===== src/rtl/addsub_pkg.sv =====
// Shared types and sizing helpers for the sequential wide add/subtract engine.
package addsub_pkg;

    typedef enum logic [1:0] {
        IDLE = 2'd0,
        RUN  = 2'd1,
        DONE = 2'd2
    } state_t;

    localparam int SLICE_DEFAULT = 16;

    function automatic int calc_nslice(input int width, input int slice);
        return width / slice;
    endfunction

    // Index width for the slice counter; never narrower than one bit.
    function automatic int calc_idx_w(input int nslice);
        int w;
        w = 1;
        for (int i = 1; i < 32; i++) begin
            if ((1 << w) < nslice) begin
                w = w + 1;
            end
        end
        return w;
    endfunction

endpackage


===== src/rtl/addsub64_seq_slice.sv =====
// Purely combinational SLICE-bit adder with carry in/out; no operand inversion.
module slice_addsub #(
    parameter int SLICE = 16
) (
    input  logic [SLICE-1:0] x,
    input  logic [SLICE-1:0] y,
    input  logic             ci,
    output logic [SLICE-1:0] s,
    output logic             co
);

    logic [SLICE:0] total_s;

    assign total_s = {1'b0, x} + {1'b0, y} + {{SLICE{1'b0}}, ci};
    assign s       = total_s[SLICE-1:0];
    assign co      = total_s[SLICE];

endmodule


===== src/rtl/addsub64_seq.sv =====
// Wide add/subtract processed one slice per cycle through a single slice adder,
// with valid/ready handshakes on both sides and carry/overflow flags.
module addsub64_seq
    import addsub_pkg::*;
#(
    parameter int WIDTH = 64,
    parameter int SLICE = SLICE_DEFAULT
) (
    input  logic             clk,
    input  logic             rst,
    input  logic             in_valid,
    output logic             in_ready,
    input  logic [WIDTH-1:0] a,
    input  logic [WIDTH-1:0] b,
    input  logic             sub,
    output logic             out_valid,
    input  logic             out_ready,
    output logic [WIDTH-1:0] sum,
    output logic             cout,
    output logic             ovf
);

    localparam int NSLICE = calc_nslice(WIDTH, SLICE);
    localparam int IDX_W  = calc_idx_w(NSLICE);

    state_t                        state_r;
    state_t                        state_s;
    logic [IDX_W-1:0]              k_r;
    logic                          carry_r;
    logic [NSLICE-1:0][SLICE-1:0]  a_r;
    logic [NSLICE-1:0][SLICE-1:0]  b_r;
    logic [NSLICE-1:0][SLICE-1:0]  sum_r;
    logic                          cout_r;
    logic                          ovf_r;
    logic                          in_ready_r;
    logic                          out_valid_r;
    logic                          last_s;
    logic [SLICE-1:0]              slice_sum_s;
    logic                          slice_co_s;

    assign last_s = (k_r == IDX_W'(NSLICE - 1));

    slice_addsub #(
        .SLICE (SLICE)
    ) u_slice (
        .x  (a_r[k_r]),
        .y  (b_r[k_r]),
        .ci (carry_r),
        .s  (slice_sum_s),
        .co (slice_co_s)
    );

    // Next-state decode for the IDLE/RUN/DONE sequencer.
    always_comb begin
        state_s = state_r;
        case (state_r)
            IDLE: begin
                if (in_valid && in_ready_r) begin
                    state_s = RUN;
                end else begin
                    state_s = IDLE;
                end
            end
            RUN: begin
                if (last_s) begin
                    state_s = DONE;
                end else begin
                    state_s = RUN;
                end
            end
            DONE: begin
                if (out_ready) begin
                    state_s = IDLE;
                end else begin
                    state_s = DONE;
                end
            end
            default: begin
                state_s = IDLE;
            end
        endcase
    end

    // State register plus registered handshake outputs derived from the next state.
    always_ff @(posedge clk) begin
        if (rst) begin
            state_r     <= IDLE;
            in_ready_r  <= 1'b0;
            out_valid_r <= 1'b0;
        end else begin
            state_r     <= state_s;
            in_ready_r  <= (state_s == IDLE);
            out_valid_r <= (state_s == DONE);
        end
    end

    // Operand latch, per-slice accumulation and final flag capture.
    always_ff @(posedge clk) begin
        if (rst) begin
            k_r     <= {IDX_W{1'b0}};
            carry_r <= 1'b0;
            a_r     <= {WIDTH{1'b0}};
            b_r     <= {WIDTH{1'b0}};
            sum_r   <= {WIDTH{1'b0}};
            cout_r  <= 1'b0;
            ovf_r   <= 1'b0;
        end else begin
            case (state_r)
                IDLE: begin
                    if (in_valid && in_ready_r) begin
                        a_r     <= a;
                        b_r     <= b ^ {WIDTH{sub}};
                        carry_r <= sub;
                        k_r     <= {IDX_W{1'b0}};
                    end
                end
                RUN: begin
                    sum_r[k_r] <= slice_sum_s;
                    carry_r    <= slice_co_s;
                    k_r        <= k_r + IDX_W'(1);
                    if (last_s) begin
                        cout_r <= slice_co_s;
                        // Same-sign operands producing a result of the other sign.
                        ovf_r  <= (a_r[NSLICE-1][SLICE-1] == b_r[NSLICE-1][SLICE-1]) &&
                                  (slice_sum_s[SLICE-1] != a_r[NSLICE-1][SLICE-1]);
                    end
                end
                default: begin
                end
            endcase
        end
    end

    assign in_ready  = in_ready_r;
    assign out_valid = out_valid_r;
    assign sum       = sum_r;
    assign cout      = cout_r;
    assign ovf       = ovf_r;

endmodule


===== config.mk =====
export PLATFORM = sky130hd
export DESIGN_NAME = addsub64_seq
export DESIGN_NICKNAME = d
export VERILOG_FILES = /design/src/rtl/addsub_pkg.sv /design/src/rtl/addsub64_seq_slice.sv /design/src/rtl/addsub64_seq.sv
export SDC_FILE = /design/constraint.sdc
export NUM_CORES = 1
export LEC_CHECK = 0
export BUFFER_PORTS_ARGS = -buffer_cell sky130_fd_sc_hd__buf_2
export CAP_MARGIN = 20
export CORE_MARGIN = 2
export CORE_UTILIZATION = 57
export CTS_BUF_LIST = sky130_fd_sc_hd__clkbuf_8
export DETAILED_ROUTE_END_ITERATION = 8
export PLACE_DENSITY = 0.88
export RECOVER_POWER = 50
export SKIP_CTS_REPAIR_TIMING = 1
export SLEW_MARGIN = 20
export SYNTH_ARGS = -nofsm -noshare
export SYNTH_HDL_FRONTEND = slang
export SYNTH_HIERARCHICAL = 1
export SYNTH_SLANG_ARGS = --single-unit

===== constraint.sdc =====
create_clock -name clk -period 5.3 [get_ports clk]
set_clock_uncertainty 0.15 [all_clocks]
set_input_delay 1.06 -clock clk [delete_from_list [all_inputs] [get_ports clk]]
set_output_delay 1.06 -clock clk [all_outputs]
set_load 0.03 [all_outputs]

==> metrics <==
Pleak slightly below 4 nW; Clock Sinks about 200; Synth Flop Type dfxtp_1; CP required around 5.6 ns; CP Launch Point in_valid; sequential-to-total area share from yosys stat 0.436; minimum clock period between 4 and 5 ns; DR iter-0 viols 650; Core ar. 15,900 sq um; Cell variety after synth 50; PD cells between 300 and 400 nW/um^2; vias between 7,000 and 8,000; Finish-stage setup viols 0; vias in the first global route approximately 7,400; CP Max Fanout 45; period utilisation layout 0.830; DRT Pass-1 Iters 5; clk buf depth 3; num rows 46; max_cap viols 4; Async SR Flop Fraction 0; Max-slew headroom -0.885; Final HPWL DP roughly 17,000 um; Hold Slack 0.304 ns; CTS H-tree lvls 1; GRT busiest layer met2; nets approximately 1,300; number of synthesized flops with an enable pin 0; DRC viols 0; Worst R2R Setup Slack between 1 and 1.5 ns; RSZ-0062 raised after global routing false; met3 global-route usage 0.0394; Post-Route Utilization 0.671; maximum vdd ir drop around 0.00021 V; startpoint types input pin; Synth Cell Area about 9000 sq um; total power 3.45 mW; mean area per synthesized cell slightly above 9 sq um; number of top-level pins 201; initial antenna violation count 0; DIE AREA approximately 17,000 sq um; Final ANT Viol Nets 0; largest net degree at the start of global routing approximately 120; Yosys reg bits between 200 and 250; DIE HEIGHT roughly 130 um; Hold Fails Final Rpt 0; synthesis-to-finish area growth 15.4%; latest clock arrival within the worst-skew pair roughly 0.55 ns; final WL between 20,000 and 25,000 um; Tightest Hold Check Type reg -> reg; total CTS buffers 31; max-slew violations 220; Critical Path Sink Type flop; CTS tree built; Setup Crit Path Kind in -> reg; violations in the final reports max-capacitance violations, max-slew violations; layout cells sized above 1 0.220; Worst-path clk slew 0.06 ns; most common cell after layout, fill and taps aside nand2_1; Slew @ Worst Pin 2.83 ns; met2 GRT Util 0.440; global-route wire length before repair between 30,000 and 40,000 um; Antenna Cells 0; Initial Utilization 0.582; status finished with violations; Via density ~5.5; met1 track demand over resource 0.371; Root Buffer clkbuf_8; setup TNS 0 ns; reg2reg start state_r[0]$_SDFF_PP0_; drt wl/cell around 17 um; port buffer count 200; Chip Width around 130 um; GR Util All Layers 0.270; most frequent cells in the layout nand2_1 (270), dfxtp_1 (199), a21oi_1 (144); Post-Syn Nets approximately 1,200; global route overflow 0; gpl congestion between 0.9 and 1; Yosys warning count 6; Syn Inst Count ~1,000; max frequency between 200 and 250 MHz; WP data arrival roughly 4.7 ns; min-delay src a_r[15]$_SDFFE_PP0P_
==> worst paths after layout <==
path / endpoint / cells past startpoint
worst min register to register: a_r[15]$_SDFFE_PP0P_ / 2
worst max register to register: b_r[25]$_SDFFE_PP0P_ / 4
worst min-delay path: a_r[15]$_SDFFE_PP0P_ / 2
worst max-delay path: b_r[25]$_SDFFE_PP0P_ / 5
==> Yosys cell counts (9+ instances only) <==
library cell	count	area, sq um
nand2_1	270	1010
dfxtp_1	201	4020
a21oi_1	144	721
nor2_1	68	255
xnor2_1	68	596
clkbuf_1	37	139
a211oi_1	33	248
mux4_2	32	721
a211oi_2	31	388
buf_2	25	125
ha_1	19	238
buf_4	13	97.6
xor2_1	9	78.8
==> worst max-delay path, cell delays in order <==
cell      delay (ns)
clkbuf_1        0.11
nor4bb_1        1.45
clkbuf_1        1.63
nor2_1          0.15
a211oi_2        0.29
==> per-layer routing <==
metal | part of all wire | up-vias
li1 | - | 3807
met1 | 0.43 | 3633
met2 | 0.46 | 366
met3 | 0.080 | 60
met4 | 0.032 | 0
met5 | 0 | -
==> flip-flops by register name (all words and copies together), names as in the netlist <==
signal,flops
a_r,64
b_r,64
carry_r,1
cout,1
in_ready,1
k_r,2
out_valid,1
ovf,1
state_r,2
sum,64
==> report_power, final <==
| part | leakage, nW | switching [mW] | internal, mW |
|---|---|---|---|
| combinational | 1.95 | 0.291 | 0.203 |
| sequential | 1.64 | 0.0560 | 1.59 |
| clock | 0.372 | 0.591 | 0.724 |
==> area by class of cell <==
class                   instances  area, sq um
clock buffers                  40          551
clock inverters                16         95.1
fillers                      1305         5230
inverters                       2         7.51
multi-input cells             735         4720
flip-flops and latches        201         4030
well taps                     216          270
repair buffers                208          987
==> stage by stage <==
stage	setup WS (ns)	instances	instance area, sq um
CTS	1.01	1418	10800
finish	0.901	1418	10700
global route	0.749	1418	10700
global placement	1.11	1362	10100
detailed placement	1.03	1362	10100
floorplan	1.37	1021	9240
==> kinds of logic (layout without fill, tap and decap cells) <==
family | count (synthesis) | in the layout | share of synthesized area
muxes | 32 | 32 | 0.0780
buffers and inverters | 85 | 266 | 0.0509
DFF | 201 | 201 | 0.436
adders and majority gates | 21 | 21 | 0.0301
AOI/OAI and AO/OA | 237 | 237 | 0.171
xor gates and xnor gates | 77 | 77 | 0.0730
and+or+nand+nor | 368 | 368 | 0.161
Note: power is estimated with default switching activity, not from simulation.
